**config.mk**
```make
export PLATFORM = sky130hd
export DESIGN_NAME = enemy_mgr
export DESIGN_NICKNAME = d
export VERILOG_FILES = /design/src/rtl/enemy_mgr_pkg.sv /design/src/rtl/enemy_mgr_prio_onehot.sv /design/src/rtl/enemy_mgr.sv
export SDC_FILE = /design/constraint.sdc
export NUM_CORES = 1
export LEC_CHECK = 0
export ABC_CLOCK_PERIOD_IN_PS = 2700
export BUFFER_PORTS_ARGS = -buffer_cell sky130_fd_sc_hd__buf_2
export CAP_MARGIN = 20
export CORE_MARGIN = 8
export CORE_UTILIZATION = 51
export DETAILED_ROUTE_END_ITERATION = 16
export PLACE_DENSITY = 0.84
export SLEW_MARGIN = 10
export SYNTH_ARGS = -nofsm -noshare
export SYNTH_HDL_FRONTEND = slang
export SYNTH_HIERARCHICAL = 1
export SYNTH_SLANG_ARGS = --single-unit
```
**constraint.sdc**
```tcl
create_clock -name clk_vga -period 2.7 [get_ports clk_vga]
set_input_delay 0.135 -clock clk_vga [delete_from_list [all_inputs] [get_ports clk_vga]]
set_output_delay 0.135 -clock clk_vga [all_outputs]
set_load 0.01 [all_outputs]
```
**src/rtl/enemy_mgr_pkg.sv**
```systemverilog
// -----------------------------------------------------------------------------
// enemy_mgr_pkg
// Shared defaults and spawn FSM state encoding for the enemy layer manager.
// -----------------------------------------------------------------------------
package enemy_mgr_pkg;

  localparam int RGB_W_DEF   = 12;
  localparam int SCORE_W_DEF = 8;
  localparam int RAND_W_DEF  = 16;
  localparam int X_W_DEF     = 10;
  localparam int X_MAX_DEF   = 600;

  typedef enum logic [1:0] {
    SP_IDLE = 2'd0,
    SP_WAIT = 2'd1,
    SP_FIRE = 2'd2
  } spawn_state_e;

endpackage

```
**src/rtl/enemy_mgr_prio_onehot.sv**
```systemverilog
// -----------------------------------------------------------------------------
// prio_onehot
// Lowest-set-bit one-hot encoder (bit 0 has highest priority).
// Ports:
//   req_i    - request vector
//   onehot_o - one-hot of the lowest set bit of req_i, zero if none set
// -----------------------------------------------------------------------------
module prio_onehot #(
  parameter int N = 3
) (
  input  logic [N-1:0] req_i,
  output logic [N-1:0] onehot_o
);

  // Two's-complement trick: x & -x isolates the lowest set bit.
  assign onehot_o = req_i & (~req_i + N'(1));

endmodule

```
**src/rtl/enemy_mgr.sv**
```systemverilog
// -----------------------------------------------------------------------------
// enemy_mgr
// Enemy-layer manager for N_CH enemy channels: fixed-priority pixel
// compositing, crash/bomb routing to channels, frame-paced spawn scheduling and
// per-frame saturating score accumulation.
//
// Optional feature macro: ENEMY_MGR_BOMB_EN (bomb fan-out to alive channels;
// when undefined bomb_i is ignored and ch_bomb_o is 0).
//
// Ports:
//   clk_vga, rst            - pixel clock, async active-high reset
//   en_i, v_sync_i, rand_i  - game running, frame sync level, random source
//   ch_alpha_i / ch_rgb_i   - per-channel pixel opacity / colour
//   ch_alive_i              - per-channel occupancy
//   ch_score_i              - per-channel score pulses
//   crash_*_i, bomb_i       - collision and bomb events
//   vga_alpha_o, vga_rgb_o  - composited pixel (1-cycle latency)
//   ch_crash_*_o, ch_bomb_o - per-channel event routing
//   ch_spawn_o, spawn_x_o   - one-hot spawn pulse and its x position
//   add_score_o, kill_cnt_o - previous-frame score, total kills
// -----------------------------------------------------------------------------
module enemy_mgr
  import enemy_mgr_pkg::*;
#(
  parameter int N_CH      = 3,
  parameter int RGB_W     = RGB_W_DEF,
  parameter int SCORE_W   = SCORE_W_DEF,
  parameter int RAND_W    = RAND_W_DEF,
  parameter int X_W       = X_W_DEF,
  parameter int X_MAX     = X_MAX_DEF,
  parameter int SPAWN_GAP = 30
) (
  input  logic                    clk_vga,
  input  logic                    rst,
  input  logic                    en_i,
  input  logic                    v_sync_i,
  input  logic [RAND_W-1:0]       rand_i,
  input  logic [N_CH-1:0]         ch_alpha_i,
  input  logic [N_CH*RGB_W-1:0]   ch_rgb_i,
  input  logic [N_CH-1:0]         ch_alive_i,
  input  logic [N_CH*SCORE_W-1:0] ch_score_i,
  input  logic                    crash_enemy_bullet_i,
  input  logic                    crash_me_enemy_i,
  input  logic                    bomb_i,
  output logic                    vga_alpha_o,
  output logic [RGB_W-1:0]        vga_rgb_o,
  output logic [N_CH-1:0]         ch_crash_bullet_o,
  output logic [N_CH-1:0]         ch_crash_me_o,
  output logic [N_CH-1:0]         ch_bomb_o,
  output logic [N_CH-1:0]         ch_spawn_o,
  output logic [X_W-1:0]          spawn_x_o,
  output logic [SCORE_W-1:0]      add_score_o,
  output logic [15:0]             kill_cnt_o
);

  // One extra bit beyond the channel sum so acc + sum cannot wrap.
  localparam int SUM_W = SCORE_W + $clog2(N_CH) + 1;
  localparam int GAP_W = 8;
  localparam logic [GAP_W-1:0] GAP_MAX = GAP_W'(SPAWN_GAP);
  localparam logic [X_W-1:0]   XMAX_L  = X_W'(X_MAX);

  // ---------------------------------------------------------------- pixel path
  logic [N_CH-1:0]  win_oh;
  logic [N_CH-1:0]  win_q;
  logic [RGB_W-1:0] win_rgb;
  logic             vga_alpha_q;
  logic [RGB_W-1:0] vga_rgb_q;
  logic [N_CH-1:0]  crash_b_q;
  logic [N_CH-1:0]  crash_m_q;

  prio_onehot #(.N(N_CH)) u_pix_prio (
    .req_i    (ch_alpha_i),
    .onehot_o (win_oh)
  );

  always_comb begin
    win_rgb = '0;
    for (int unsigned k = 0; k < N_CH; k++) begin
      if (win_oh[k]) win_rgb = ch_rgb_i[k*RGB_W +: RGB_W];
    end
  end

  always_ff @(posedge clk_vga or posedge rst) begin
    if (rst) begin
      vga_alpha_q <= 1'b0;
      vga_rgb_q   <= '0;
      win_q       <= '0;
      crash_b_q   <= '0;
      crash_m_q   <= '0;
    end else begin
      vga_alpha_q <= en_i & (|ch_alpha_i);
      vga_rgb_q   <= win_rgb;
      win_q       <= en_i ? win_oh : '0;
      // Crash inputs refer to the pixel already on the output, i.e. win_q.
      crash_b_q   <= {N_CH{crash_enemy_bullet_i}} & win_q;
      crash_m_q   <= {N_CH{crash_me_enemy_i}} & win_q;
    end
  end

  // --------------------------------------------------------------------- score
  logic               vs_q;
  logic               frame_edge;
  logic               score_gate;
  logic [SUM_W-1:0]   score_sum;
  logic [SUM_W-1:0]   score_tot;
  logic [SCORE_W-1:0] score_sat;
  logic [15:0]        kill_inc;
  logic [SCORE_W-1:0] acc_q;
  logic [SCORE_W-1:0] add_score_q;
  logic [15:0]        kill_q;

  assign frame_edge = v_sync_i & ~vs_q;

  always_comb begin
    score_gate = en_i & ~crash_me_enemy_i;
    score_sum  = '0;
    kill_inc   = '0;
    for (int unsigned k = 0; k < N_CH; k++) begin
      score_sum = score_sum + SUM_W'(ch_score_i[k*SCORE_W +: SCORE_W]);
      if (|ch_score_i[k*SCORE_W +: SCORE_W]) kill_inc = kill_inc + 16'd1;
    end
    if (!score_gate) begin
      score_sum = '0;
      kill_inc  = '0;
    end
    score_tot = SUM_W'(acc_q) + score_sum;
    score_sat = (|score_tot[SUM_W-1:SCORE_W]) ? '1 : score_tot[SCORE_W-1:0];
  end

  always_ff @(posedge clk_vga or posedge rst) begin
    if (rst) begin
      vs_q        <= 1'b1;  // no spurious edge if v_sync is high out of reset
      acc_q       <= '0;
      add_score_q <= '0;
      kill_q      <= '0;
    end else begin
      vs_q   <= v_sync_i;
      kill_q <= kill_q + kill_inc;
      if (frame_edge) begin
        add_score_q <= score_sat;
        acc_q       <= '0;
      end else begin
        acc_q <= score_sat;  // equals acc_q when gated off
      end
    end
  end

  // --------------------------------------------------------------------- spawn
  spawn_state_e     state_q, state_d;
  logic [GAP_W-1:0] gap_q, gap_d, gap_inc;
  logic [N_CH-1:0]  free_oh;
  logic [X_W-1:0]   rand_x, spawn_x_red;
  logic [N_CH-1:0]  spawn_q;
  logic [X_W-1:0]   spawn_x_q;

  prio_onehot #(.N(N_CH)) u_free_prio (
    .req_i    (~ch_alive_i),
    .onehot_o (free_oh)
  );

  assign rand_x      = rand_i[X_W-1:0];
  assign spawn_x_red = (rand_x < XMAX_L) ? rand_x : rand_x - XMAX_L;
  assign gap_inc     = (gap_q >= GAP_MAX) ? GAP_MAX : gap_q + GAP_W'(1);

  generate
    if (RAND_W > X_W) begin : g_rand_hi
      logic unused_rand_hi;
      assign unused_rand_hi = ^rand_i[RAND_W-1:X_W];
    end
  endgenerate

  always_comb begin
    state_d = state_q;
    gap_d   = gap_q;
    unique case (state_q)
      SP_IDLE: begin
        gap_d = '0;
        if (en_i) state_d = SP_WAIT;
      end
      SP_WAIT: begin
        if (frame_edge) begin
          gap_d = gap_inc;
          if (gap_inc == GAP_MAX && !(&ch_alive_i)) state_d = SP_FIRE;
        end
      end
      SP_FIRE: begin
        gap_d   = '0;
        state_d = SP_WAIT;
      end
      default: begin
        gap_d   = '0;
        state_d = SP_IDLE;
      end
    endcase
    if (!en_i) begin
      state_d = SP_IDLE;
      gap_d   = '0;
    end
  end

  // Spawn outputs are registered on entry to FIRE so they are valid exactly
  // while the FSM sits in FIRE, using the channel/rand seen at the frame edge.
  always_ff @(posedge clk_vga or posedge rst) begin
    if (rst) begin
      state_q   <= SP_IDLE;
      gap_q     <= '0;
      spawn_q   <= '0;
      spawn_x_q <= '0;
    end else begin
      state_q   <= state_d;
      gap_q     <= gap_d;
      spawn_q   <= (state_d == SP_FIRE) ? free_oh : '0;
      spawn_x_q <= (state_d == SP_FIRE) ? spawn_x_red : '0;
    end
  end

  // ---------------------------------------------------------------------- bomb
`ifdef ENEMY_MGR_BOMB_EN
  logic [N_CH-1:0] bomb_q;
  always_ff @(posedge clk_vga or posedge rst) begin
    if (rst) bomb_q <= '0;
    else     bomb_q <= {N_CH{bomb_i & en_i}} & ch_alive_i;
  end
  assign ch_bomb_o = bomb_q;
`else
  logic unused_bomb;
  assign unused_bomb = bomb_i;
  assign ch_bomb_o   = '0;
`endif

  // ------------------------------------------------------------------- outputs
  assign vga_alpha_o       = vga_alpha_q;
  assign vga_rgb_o         = vga_rgb_q;
  assign ch_crash_bullet_o = crash_b_q;
  assign ch_crash_me_o     = crash_m_q;
  assign ch_spawn_o        = spawn_q;
  assign spawn_x_o         = spawn_x_q;
  assign add_score_o       = add_score_q;
  assign kill_cnt_o        = kill_q;

endmodule

```
Yosys cells after proc, flatten, opt, wreduce, memory -nomap -nowiden
Cells that the tools add are included.
Word-level totals
  register bits: 78
  input port bits: 89
  output and inout bits: 59
  word-level logic and storage cells: 74
Operators by class
  add/subtract/negate cells: 10
  magnitude comparators: 2
  eq/ne operators: 5
  muxes and demuxes: 22
  bitwise operators: 12
  reductions and logical operators: 10
Operators with widths (count)
  $mux 16: 3
  $mux 8: 6
  $mux 12: 3
  $add 16x1->16 const B: 2
  $mux 10: 3
  $reduce_or 8->1: 3
  $add 16x16->16: 1
  $and 3x3->3: 4
  $add 8x11->11: 1
  $add 9x8->10: 1
  $lt 10x10->1 const B: 1
  $sub 10x10->10 const B: 1
  $add 8x8->9: 1
  $not 3->3: 3
  $add 8x1->8 const B: 1
  $eq 8x5->1 const B: 1
  $ge 8x5->1 const B: 1
  $add 3x1->3 const B: 2
  $mux 2: 3
  $mux 3: 2
  $reduce_or 3->1: 2
  $eq 2x2->1 const B: 2
  $pmux 2 s2: 1
  $and 1x1->1: 3
  other kinds (9): 10

Logic depth before layout (Yosys ltp)
  word-level depth: 10
  depth in mapped cells: 20

Cells and area by module
Netlist, hierarchy kept.
Modules (own cells, without submodules)
  enemy_mgr: instances 1, cells each 426, area an instance 4230.3 um^2
  prio_onehot: instances 2, cells each 3, area an instance 26.3 um^2

Worst setup path after synthesis
Ideal clock, no wire load.
  kind: input-to-reg
  start: input ch_score_i[1]
  end: register add_score_q[2], in the netlist add_score_o[2]
  setup time: 142 ps
  arrival: 3363 ps
  data required time: 2558 ps
  path slack: -805 ps
  stages on the path: 18
  path buffers: 1
  cell sequence: inv_1 fa_1 inv_1 ha_1 inv_1 fa_1 inv_1 a21oi_1 o21ba_2 xnor2_1 and2_1 ha_1 nand4_1 or4b_1 a31o_1 a21oi_2 buf_6 a31oi_1
Between the ends
  longest elaborated chain between the ends: 6
RTL lines
  start: declaration: RTL line enemy_mgr.sv:41  | input logic [N_CH*SCORE_W-1:0] ch_score_i,
  $add 8x8->9 (*): RTL line enemy_mgr.sv:119  | score_sum = score_sum + SUM_W'(ch_score_i[k*SCORE_W +: SCORE_W]);
  $add 9x8->10 (*): RTL line enemy_mgr.sv:119
  $mux 10 (*): RTL line enemy_mgr.sv:122  | if (!score_gate) begin
  $add 8x11->11 (*): RTL line enemy_mgr.sv:126  | score_tot = SUM_W'(acc_q) + score_sum;
  $reduce_or 3->1: RTL line enemy_mgr.sv:127  | score_sat = (|score_tot[SUM_W-1:SCORE_W]) ? '1 : score_tot[SCORE_W-1:0];
  $mux 8 (*): RTL line enemy_mgr.sv:127
  end signal: assignment: RTL line enemy_mgr.sv:140  | add_score_q <= score_sat;
  end: declaration: RTL line enemy_mgr.sv:109  | logic [SCORE_W-1:0] add_score_q;
Mark *: on every way between the ends. The rest lies on a longest branch, timed or not.
A chain may end at the register's enable or synchronous reset.

Final worst setup path
  start: input ch_score_i[1]
  end: register acc_q[0]
Between the ends
  longest elaborated chain between the ends: 7
RTL lines
  $add 8x8->9: RTL line enemy_mgr.sv:119
  $add 9x8->10: RTL line enemy_mgr.sv:119
  $mux 10: RTL line enemy_mgr.sv:122
  $add 8x11->11: RTL line enemy_mgr.sv:126
  $reduce_or 3->1: RTL line enemy_mgr.sv:127
  $mux 8: RTL line enemy_mgr.sv:127
  $mux 8: RTL line enemy_mgr.sv:139  | if (frame_edge) begin
  end signal: assignment: RTL line enemy_mgr.sv:143  | acc_q <= score_sat;
  end: declaration: RTL line enemy_mgr.sv:108  | logic [SCORE_W-1:0] acc_q;
No other way between the ends.

==> metrics.txt <==
status=complete, but fails checks; violated checks=setup timing; CTS tree=built; Initial Util=0.5239; Ports=148; final WL=12,340 um; hpwl dp=9063 um; WP data required=2920 ps; P_sw=0.001422 W; GPL Wtd Cong=0.9096; ys flop type=dfrtp_1; RSZ-0062 raised after global routing=true; hold path depth=3; area leader, netlist=dfrtp_1; Area growth syn-to-layout=42.30%; Pint=0.002869 W; WP buf/inv=7; routed vias=3,935; Avg Cell Area, Syn=9.914 um^2; Worst Hold Class=in -> reg; Hold Vio Cnt, Final=0; Pre-antenna DRT Iters=4; Starting DRT DRC Count=164; row count=33; largest net degree at the start of global routing=36; Async SR Flop Fraction=1.000; Setup Skew=11.51 ps; Slew Limit Fails=0; leak pwr=3.174 nW; met1 usage in global routing=0.2362; crit start category=input port; register clock-pin slew on the reported worst setup and hold paths=90 ps; grt met2 use=0.3680; WP depth=20; post-synth cell types=49; WP data arrival=3610 ps; CTS H-Tree Depth=3; Synth Warn #=6; Clock Latency Late Sink=350 ps; switch share=0.3314; share of layout cells above drive strength 1=0.3907; post-synth top area share=0.4499; Final Cycle Share=1.256; count leader, synth=dfrtp_1; initial antenna violation count=0; Setup WS post-layout=-691.2 ps; Synth Register Bits=78; drc violations=0; first-pass GRT wire length=19,980 um; total core area=8175 um^2; EDFF count, synth=0; vias in the first global route=4,273; ANT nets after route=0; nets=763; crit path max fanout=7; worst-case reg-to-reg path depth=11; Most Crowded Layer GR=met2; max incr delay on CP=500 ps; top area cells in the synthesized netlist=dfrtp_1, ha_1, fa_1; Flop pwr share=0.347; routed len/inst=16.45 um; reg-to-reg setup timing slack=120 ps; clock share of power=0.255; Layout Cells excl Fill=750; critical path, cell by cell=buf_8 > inv_8 > fa_1 > inv_1 > ha_2 > inv_2 > fa_2 > inv_2 > a21oi_4 > o21ba_4 > xnor2_2 > and2_4 > ha_4 > nand4_1 > or4b_1 > a31o_1 > a21oi_2 > buf_4 > clkbuf_16 > a21oi_1; Post-synth top cells=dfrtp_1, inv_1, nand2_1, nor2_1, ha_1; combinational share of power=0.398; clock root cell=clkbuf_8; PwrDens=704.1 nW/um^2; # Max-Cap Violations=0; Congestion Overflow GR=0; Final setup viols=16; FILL cells=546; I/O Buffers=137; met3 GRT Util=0.08024; Crit path top cell by count=inv_2; delay-heaviest family, CP=adder cells; Seq/Total Area, Yosys=0.4560; Crit-path slowest cell=or4b_1; TritonCTS Buffers=9; vias per cell=5.247; Final min period=3391 ps; Mapped Cells=432; setup TNS=-10,330 ps; Slew @ Worst Pin=736.7 ps; Antenna Cells=0; Slew Limit Headroom=0.5079; Worst setup EP type=flop; Max VDD drop=0.0003860 V; FMAX=294.9 MHz; dpl cells=709; clk buf depth=2; Mapped Area=4283 um^2; GRT Overall Usage=0.2135; Chip Height=107.6 um; die width=107.6 um; critical path class=in -> reg; Die ar.=11,590 um^2; # clock sinks=78
-- what timing repair did --
action | 4_1_cts | 5_1_grt
cloned | 1 | 0
gates resized for setup | 13 | 24
hold endpoints to repair | 46 | 0
pin swaps | 2 | 9
setup buffers | 4 | 10
endpoints found under the setup margin | 16 | 20
hold buffers | 14 | 0
-- metrics by stage --
stage                     area, um^2  utilization  total power [W]  worst slack [ps]  hold WS (ps)
after floorplan                 4342            -         0.002292            -696.3         139.5
after global placement          5446       0.6662         0.002807            -896.8         207.9
after detailed placement        5446       0.6662         0.002890             -1013         210.6
after CTS                       5968       0.7300         0.004117            -664.0         1.261
after global routing            6095       0.7455         0.004533            -789.9         2.880
final                           6095       0.7455         0.004291            -691.2         8.939
-- logic make-up (layout without fill, tap and decap cells) --
group	count (synthesis)	in the layout	synth area share
compound gates	85	85	0.1265
xor+xnor	29	29	0.05930
fa+ha+maj	34	34	0.1186
buf+inv	57	268	0.05697
flops	78	78	0.4560
mux	1	1	0.002337
other cells	1	3	0.0008756
simple gates	147	147	0.1794
-- layout make-up --
cell class,instances,area (um^2),area share
Multi-Input combinational cell,299,2258,0.3706
Sequential cell,78,1953,0.3205
Timing Repair Buffer,210,1330,0.2182
Inverter,42,166.4,0.02730
Clock buffer,10,137.6,0.02258
Tap cell,105,131.4,0.02156
Clock inverter,6,117.6,0.01930
-- flip-flops by register name, summed over array words and instances (netlist names), 8 cells and up --
name,cells
gap_q,8
acc_q,8
vga_rgb_o,12
kill_cnt_o,16
add_score_o,8
spawn_x_o,10
-- power by group through the flow --
stage          clock [W]  combinational, W  sequential (W)
3_5_place_dp           0           0.00138         0.00151
3_3_place_gp           0           0.00131         0.00150
5_1_grt          0.00116           0.00186         0.00151
4_1_cts          0.00110           0.00153         0.00149
6_report         0.00109           0.00171         0.00149
2_1_floorplan          0          0.000743         0.00155
-- placed cells by master (no fill, tap or decap), types with 16 or more instances in the layout --
cell	netlist	final
buf_2	0	133
dfrtp_1	77	77
buf_4	6	54
nand2_1	37	36
inv_1	42	33
nor2_1	31	28
o21ai_0	22	22
and2_1	20	19
ha_1	23	19
xnor2_1	19	18
a21oi_1	21	16
-- worst min-delay path: stages --
cell	delay [ps]
buf_2	70
nand2_1	50
o21ai_0	70
-- layer usage --
layer  vias up  routed length, um
li1       1869                  -
met1      1886               4879
met2       158               6086
met3        22               1125
met4         0                244
met5         -                  0
-- final timing paths --
path | startpoint | end
worst max-delay path | ch_score_i[1] | acc_q[0]$_DFF_PP0_
worst min register to register | kill_cnt_o[15]$_DFF_PP0_ | kill_cnt_o[15]$_DFF_PP0_
worst max register to register | acc_q[0]$_DFF_PP0_ | acc_q[0]$_DFF_PP0_
min in group asynchronous | rst | vga_rgb_o[1]$_DFF_PP0_
max in group asynchronous | rst | kill_cnt_o[0]$_DFF_PP0_
worst min-delay path | ch_rgb_i[25] | vga_rgb_o[1]$_DFF_PP0_
Power figures use the tool's default switching activity.
